### src/rtl/wta_pkg.sv
// Shared types and helpers for the k-winner-take-all stage.
package wta_pkg;

  localparam int unsigned MaxLines = 1024;
  localparam int unsigned SelW     = $clog2(MaxLines + 1);

  // Bits needed to hold values 0..max_val.
  function automatic int unsigned cnt_width(input int unsigned max_val);
    return (max_val < 1) ? 1 : $clog2(max_val + 1);
  endfunction

  typedef struct packed {
    logic [SelW-1:0]     count;
    logic [MaxLines-1:0] picked;
  } sel_t;

  // Keep at most budget set bits of vec, lowest index first.
  function automatic sel_t popcount_lim(input logic [MaxLines-1:0] vec,
                                        input logic [SelW-1:0]     budget);
    sel_t r;
    r = '0;
    for (int i = 0; i < MaxLines; i++) begin
      if (vec[i] && (r.count < budget)) begin
        r.picked[i] = 1'b1;
        r.count     = r.count + SelW'(1);
      end
    end
    return r;
  endfunction

endpackage

### src/rtl/wta_kselect.sv
// Combinational lowest-index-first selector of up to budget set bits.
module wta_kselect
  import wta_pkg::*;
#(
  parameter int unsigned N  = 8,
  parameter int unsigned BW = 2
) (
  input  logic [N-1:0]  vec,
  input  logic [BW-1:0] budget,
  output logic [N-1:0]  picked,
  output logic [BW-1:0] count
);

  logic [MaxLines-1:0] vec_ext;
  logic [SelW-1:0]     budget_ext;
  sel_t                sel;
  logic                unused_sel;

  always_comb begin
    vec_ext             = '0;
    vec_ext[N-1:0]      = vec;
    budget_ext          = '0;
    budget_ext[BW-1:0]  = budget;
    sel                 = popcount_lim(vec_ext, budget_ext);
    picked              = sel.picked[N-1:0];
    // count never exceeds budget, so the narrow slice is exact.
    count               = sel.count[BW-1:0];
  end

  assign unused_sel = ^sel;

endmodule

### src/rtl/wta_k.sv
// k-winner-take-all stage: first K rising spike lines per gamma cycle get a
// fixed-width output pulse; all other lines are suppressed.
module wta_k
  import wta_pkg::*;
#(
  parameter int unsigned GAMMA_CYCLE_WIDTH = 16,
  parameter int unsigned PULSE_WIDTH       = 8,
  parameter int unsigned NUM_INPUTS        = 128,
  parameter int unsigned K                 = 1
) (
  input  logic                       aclk,
  input  logic                       rst,
  input  logic [NUM_INPUTS-1:0]      input_spikes,
  output logic [NUM_INPUTS-1:0]      output_spikes,
  output logic                       gamma_start,
  output logic [$clog2(K+1)-1:0]     winner_count
);

  localparam int unsigned GW = cnt_width(GAMMA_CYCLE_WIDTH - 1);
  localparam int unsigned PW = cnt_width(PULSE_WIDTH);
  localparam int unsigned KW = $clog2(K + 1);

  localparam logic [GW-1:0] GLast = GW'(GAMMA_CYCLE_WIDTH - 1);
  localparam logic [PW-1:0] PLoad = PW'(PULSE_WIDTH);
  localparam logic [KW-1:0] KMax  = KW'(K);

  logic [GW-1:0]         gcnt_q, gcnt_d;
  logic [NUM_INPUTS-1:0] prev_q;
  logic [NUM_INPUTS-1:0] mask_q, mask_d;
  logic [KW-1:0]         wcnt_q, wcnt_d;
  logic [PW-1:0]         cnt_q [NUM_INPUTS];
  logic [PW-1:0]         cnt_d [NUM_INPUTS];
  logic [NUM_INPUTS-1:0] out_q, out_d;

  logic [NUM_INPUTS-1:0] edges;
  logic [NUM_INPUTS-1:0] picked;
  logic [KW-1:0]         npick;
  logic [KW-1:0]         budget;
  logic                  wrap;

  assign edges  = input_spikes & ~prev_q & ~mask_q;
  assign budget = KMax - wcnt_q;
  assign wrap   = (gcnt_q == GLast);

  wta_kselect #(
    .N  (NUM_INPUTS),
    .BW (KW)
  ) u_kselect (
    .vec    (edges),
    .budget (budget),
    .picked (picked),
    .count  (npick)
  );

  always_comb begin
    gcnt_d = wrap ? '0 : gcnt_q + GW'(1);
    // Picks in the last gamma count still fire but don't charge the new cycle.
    if (wrap) begin
      mask_d = '0;
      wcnt_d = '0;
    end else begin
      mask_d = mask_q | picked;
      wcnt_d = wcnt_q + npick;
    end
    for (int i = 0; i < NUM_INPUTS; i++) begin
      cnt_d[i] = cnt_q[i];
      if (picked[i]) begin
        cnt_d[i] = PLoad;
      end else if (cnt_q[i] != '0) begin
        cnt_d[i] = cnt_q[i] - PW'(1);
      end
      out_d[i] = (cnt_q[i] != '0);
    end
  end

  always_ff @(posedge aclk or posedge rst) begin
    if (rst) begin
      gcnt_q <= '0;
      prev_q <= '0;
      mask_q <= '0;
      wcnt_q <= '0;
      cnt_q  <= '{default: '0};
      out_q  <= '0;
    end else begin
      gcnt_q <= gcnt_d;
      prev_q <= input_spikes;
      mask_q <= mask_d;
      wcnt_q <= wcnt_d;
      cnt_q  <= cnt_d;
      out_q  <= out_d;
    end
  end

  assign output_spikes = out_q;
  assign gamma_start   = (gcnt_q == '0);
  assign winner_count  = wcnt_q;

endmodule

### config.mk
export PLATFORM = sky130hd
export DESIGN_NAME = wta_k
export DESIGN_NICKNAME = d
export VERILOG_FILES = /design/src/rtl/wta_pkg.sv /design/src/rtl/wta_kselect.sv /design/src/rtl/wta_k.sv
export SDC_FILE = /design/constraint.sdc
export NUM_CORES = 2
export LEC_CHECK = 0
export ABC_CLOCK_PERIOD_IN_PS = 134000
export BUFFER_PORTS_ARGS = -buffer_cell sky130_fd_sc_hd__buf_2
export CORE_MARGIN = 4
export CORE_UTILIZATION = 50
export DETAILED_ROUTE_END_ITERATION = 8
export GPL_ROUTABILITY_DRIVEN = 0
export PLACE_DENSITY = 0.64
export SETUP_SLACK_MARGIN = 0.2
export SLEW_MARGIN = 20
export SYNTH_ARGS = -nofsm -noshare
export SYNTH_HDL_FRONTEND = slang
export SYNTH_SLANG_ARGS = --single-unit
### constraint.sdc
create_clock -name aclk -period 134 [get_ports aclk]
set_input_delay 13.4 -clock aclk [delete_from_list [all_inputs] [get_ports aclk]]
set_output_delay 13.4 -clock aclk [all_outputs]
set_load 0.1 [all_outputs]
### Yosys cells after proc, flatten, opt, wreduce, memory -nomap -nowiden

Cells that the tools add are included.

* flip-flop bits (word level): 901
* latch bits: 0
* memory bits (writable): 0
* memory bits (read-only): 0
* input port bits: 130
* output and inout bits: 130
* logic and storage cells: 1425
* memories: 0

* add/sub/neg operators: 258
* multiply operators: 0
* div/mod/pow operators: 0
* order comparisons: 128
* equal/unequal tests: 1
* shift-type cells: 0
* multiplexer cells: 515
* bitwise operators: 5
* reduce and logical (&&, ||, !) cells: 385

Operators with widths (number)
* 11-bit by 1-bit less-than comparator with 1-bit output: 126
* 11-bit 2-to-1 mux: 126
* 11-bit by 1-bit adder with 11-bit output (second input constant): 125
* 4-bit 2-to-1 mux: 257
* 4-bit nonzero test: 128
* 4-bit by 1-bit subtractor with 4-bit output (second input constant): 128
* 128-bit AND: 2
* 128-bit inverter: 2
* 2-bit nonzero test: 128
* 1-bit 2-to-1 mux: 131
* 1-bit logical AND: 128
* 128-bit 2-to-1 mux: 1
* 128-bit OR: 1
* 4-bit by 1-bit adder with 4-bit output (second input constant): 1
* 4-bit equality test (second input constant): 1
* 4-bit logical NOT: 1
* 1-bit by 1-bit adder with 2-bit output (second input constant): 1
* 1-bit adder: 1
* 1-bit adder (second input constant): 1
* 1-bit less-than comparator: 1
* 1-bit less-than comparator (first input constant): 1
* 1-bit subtractor (first input constant): 1

### Longest topological paths before layout

* word-level depth: 388
* gate-level depth with buffers: 544
* mapped depth without buffers: 527

### By module

Synthesis repeated with hierarchy kept, for this count alone.

* cells, all modules: 5190
* area total of the unflattened synthesis: 51871.0 um^2

By module, submodules not included
* wta_k: instances 1, cells each 3371, area an instance 39798.2 um^2
* wta_kselect: instances 1, cells each 1819, area an instance 12072.8 um^2

### Least setup slack after synthesis

OpenSTA, ideal clock, no wires.

* kind: input port to flip-flop
* from: in input_spikes[0]
* to: reg wcnt_q, in the netlist winner_count
* library setup time: 0.141 ns
* data arrival time: 98.530 ns
* required time: 133.859 ns
* path slack: 35.329 ns
* stages on the path: 524
* buffers on the path: 9
* cell sequence: or3b_2 and4_1 clkbuf_1 inv_1 ha_1 or4b_4 nor3_1 fa_1 and3b_1 buf_2 mux2i_4 inv_2 ha_1 nand2b_1 o21ai_0 ha_1 and4_1 o211ai_1 (+488 left out) ha_1 nand2_1 o21ai_0 ha_1 nand2_1 nand2_1 nand2_1 nand2_1 ha_1 a31oi_1 o21ai_0 ha_1 nand3b_1 nand2_1 a21oi_1 a21bo_2 a211oi_1 a211oi_1

* word-level cells in the longest chain between the ends: 387
* elaborated cells between the ends (all ways): 514
* classes of those cells: 128 x add/sub; 127 x order compare; 129 x mux; 2 x bitwise; 128 x reduce/logical

Ends and longest elaborated chain
* from (decl): RTL line wta_k.sv:13 `input logic [NUM_INPUTS-1:0] input_spikes,`
* 128-bit AND (*) (2 in a row): RTL line wta_k.sv:41 `assign edges = input_spikes & ~prev_q & ~mask_q;`
* 1-bit logical AND (*): RTL line wta_pkg.sv:23 `if (vec[i] && (r.count < budget)) begin`
* 1-bit 2-to-1 mux (*): RTL line wta_pkg.sv:23
* 1-bit less-than comparator: RTL line wta_pkg.sv:23
* 1-bit logical AND: RTL line wta_pkg.sv:23
* 11-bit 2-to-1 mux (*): RTL line wta_pkg.sv:23
* 11-bit by 1-bit less-than comparator with 1-bit output: RTL line wta_pkg.sv:23
* 1-bit logical AND: RTL line wta_pkg.sv:23
* (+371 left out)
* 1-bit logical AND: RTL line wta_pkg.sv:23
* 11-bit 2-to-1 mux (*): RTL line wta_pkg.sv:23
* 11-bit by 1-bit less-than comparator with 1-bit output: RTL line wta_pkg.sv:23
* 1-bit logical AND: RTL line wta_pkg.sv:23
* 1-bit 2-to-1 mux (*): RTL line wta_pkg.sv:23
* 1-bit adder (*): RTL line wta_k.sv:63 `wcnt_d = wcnt_q + npick;`
* 1-bit 2-to-1 mux (*): RTL line wta_k.sv:58 `if (wrap) begin`
* named net wcnt_d: RTL line wta_k.sv:30 `logic [KW-1:0] wcnt_q, wcnt_d;`
* to (signal assigned): RTL line wta_k.sv:88 `wcnt_q <= wcnt_d;`
* to (decl): RTL line wta_k.sv:30

The timed path passes the listed nets; every way through them passes the cells marked *.
A chain may end at the register's enable or synchronous reset.

### Worst setup path in the final report

Same ends and word-level chain as after synthesis.

==> impl_metrics.json <==
{
  "status": "completed",
  "syn_avg_cell_area_um2": 10.1,
  "ys.flop_type": "dfrtp_1",
  "antenna_left": 0,
  "cp-end-kind": "flop",
  "crit_top_cell": "ha_1",
  "synth_top_area_share_pct": 49.2,
  "r2r_slack_ns": 34.43,
  "dieArea_mm2": 0.0965,
  "drt_iter0_markers": 1827,
  "grt_pass1_vias": 32000,
  "finalCritPeriodShare_pct": 83.6,
  "yosys_warnings": 0,
  "grt_max_degree": 146,
  "hpwl_um": 70700,
  "numCtsBuffers": 99,
  "maxSlewViolCount": 0,
  "rsz0062_at_grt": "no",
  "io_buffer_count": 259,
  "core-area_mm2": 0.0904,
  "cts_resized": 0,
  "cts_tree": "built",
  "seq_area_frac_synth_pct": 49.2,
  "setup_slack_ns": 22.03,
  "clk_latency_ns": 0.67,
  "p_leak_uw": 0.0267,
  "layout-drive-gt1-share_pct": 12.9,
  "critPathMaxFanout": 14,
  "worst_slew_pin_slew_ns": 1.10,
  "cp-start-kind": "primary input",
  "skew_ns": 0.0207,
  "worstSetupPathType": "in -> reg",
  "netlist_top_cells_area": "dfrtp_1 (49%), ha_1 (10%), nor2_1 (5.7%)",
  "area_growth_syn_to_layout_pct": 13.2,
  "min_path_cells": 1,
  "grt_first_pass_wirelength_um": 163000,
  "cts_buffer_depth": 3,
  "post-cts-setup-buffers": 0,
  "synth_edf_count": 0,
  "slowest_stage": "a31oi_1",
  "cap_violations": 0,
  "fmax_mhz": 8.93,
  "ys_seq_elements": 901,
  "power_density_mw_per_mm2": 22.2,
  "drtPass1Iterations": 5,
  "r2r-start": "winner_count",
  "syn_area_mm2": 0.0458,
  "cts.sinks": 901,
  "finalCriticalPeriod_ns": 111.97,
  "synth_top_area_cell": "dfrtp_1",
  "crit_required_ns": 134.49,
  "finalSetupViolCount": 0,
  "r2r-end": "winner_count",
  "die_x_um": 311,
  "cts.hold.buffers_added": 0,
  "clk_pin_slew_worst_paths_ns": 0.06,
  "num_rows": 110,
  "via_per_inst": 5.31,
  "worstHoldPathType": "reg -> reg",
  "fillCellCount": 7855,
  "dp_slack_ns": 22.62,
  "grt_overflow": 0,
  "synth_cells": 4531,
  "cts-root-buf": "clkbuf_16",
  "drt-wirelength-per-cell_um": 16.1,
  "drc": 0,
  "die_h_um": 311,
  "finalNetCount": 5330,
  "finalSetupTns_ns": 0,
  "floorplan.initialDensity_pct": 50.6,
  "synth_cell_types": 104,
  "async_flop_share_pct": 100,
  "antenna_found_initial": 12,
  "ff2ff_path_depth": 515,
  "wirelength_um": 98200,
  "cp-startpoint": "input_spikes[0]",
  "num_vias": 32300,
  "irDropWorstVdd_mv": 0.0171,
  "h-tree-depth": 3,
  "crit_end": "winner_count",
  "ios": 260,
  "syn-num-nets": 5043,
  "grt_usage_pct": 20.3,
  "finalHoldViolCount": 0,
  "critPathMaxStageDelay_ns": 0.67,
  "cp_data_arrival_time_ns": 112.45,
  "relSlewSlack_pct": 26.1
}
cell usage after synthesis, types with 30 or more instances:
library cell  count
o21ai_0          88
and3_1           72
nor2_1          700
dfrtp_1         901
nand2_1         341
clkbuf_1         90
nor3_1          170
xor2_1          146
a21o_1           57
ha_1            381
and2_1           44
a21oi_1         105
nand2b_1         38
or3b_2           45
nand3_1          30
or3_1            94
o21a_1           30
or4b_2           33
nor4b_1          89
a211o_1          79
a211oi_1        104
inv_1           365
xnor2_1         148
nor2b_1          38
nor3b_1          32
layout make-up:
cell class / instances / area, µm² / share of cell area (%)
clock buffers: 146 / 2970 / 5.73
well taps: 1176 / 1470 / 2.84
repair buffers: 291 / 1550 / 2.99
flip-flops and latches: 901 / 22600 / 43.5
inverters: 381 / 1440 / 2.78
clock inverters: 35 / 420 / 0.812
multi-input cells: 3144 / 21400 / 41.3
diodes: 8 / 20.0 / 0.0386
sequential cells by signal, indices dropped and copies added (netlist names):
signal / count
gcnt_q: 4
output_spikes: 128
prev_q: 128
mask_q: 128
winner_count: 1
cnt_q: 512
power by group:
group          switching (µW)  internal [µW]  total [µW]
combinational             265            166         431
sequential               67.5            373         441
clock                     110            170         280
total                     442            710        1150
logic make-up after synthesis:
group / after synthesis / share of synthesized area, %
mux: 2 / 0.0711
compound gates: 643 / 10.3
fa+ha+maj: 382 / 10.5
buf+inv: 486 / 4.10
flops: 901 / 49.2
xor+xnor: 294 / 5.62
simple gates: 1823 / 20.2
critical path, delay by kind of cell:
kind / cells / cell delay [ns]
AO/OA/AOI/OAI: 188 / 36.79
adder cells (fa/ha/maj): 112 / 32.66
AND/OR/NAND/NOR: 175 / 24.66
buffers and inverters: 40 / 4.32
multiplexers: 1 / 0.38
layout by cell type, fill, tap and decap left out, types with 38 or more instances in the layout:
master and instances:
and3_1 71, nand2b_1 38, o21ai_0 88, inv_1 364, nor2b_1 38, xnor2_1 148, buf_2 259, nor4b_1 89
and2_1 44, or3b_2 45, a211oi_1 104, nor3_1 170, a21o_1 57, clkbuf_16 103, a21oi_1 105, nand2_1 341
ha_1 381, a211o_1 79, xor2_1 146, nor2_1 700, dfrtp_1 900, or3_1 94
how the worst min path moves through the flow:
| stage | from | slack (ns) | end |
|---|---|---|---|
| finish | mask_q[113] | 0.49 | mask_q[113] |
| global route | mask_q[114] | 0.50 | mask_q[114] |
| CTS | mask_q[111] | 0.49 | mask_q[111] |
| detailed placement | mask_q[113] | 0.48 | mask_q[113] |
| global placement | mask_q[95] | 0.47 | mask_q[95] |
| floorplan | gcnt_q[0] | 0.45 | gcnt_q[0] |
metrics by stage:
stage               cell area, µm²  hold slack (ns)  instances  util [%]  total power, µW
global route                 51800            0.498       6078      57.3             1240
floorplan                    45800            0.454       4531         -              799
CTS                          51800            0.489       6074      57.2             1170
detailed placement           48400            0.478       5893      53.5              879
global placement             48400            0.467       5893      53.5              867
finish                       51800            0.485       6082      57.3             1150
per-layer routing:
metal  vias up  track usage (%)  wire (µm)  share of wire [%]
li1      15900                -          -                  -
met3       175             3.63       4160                4.2
met4         4             7.09       3190                3.2
met2       528             32.6      45200                 46
met5         -                0         27              0.028
met1     15700             27.9      45600                 46
(Power assumes the default switching activity.)
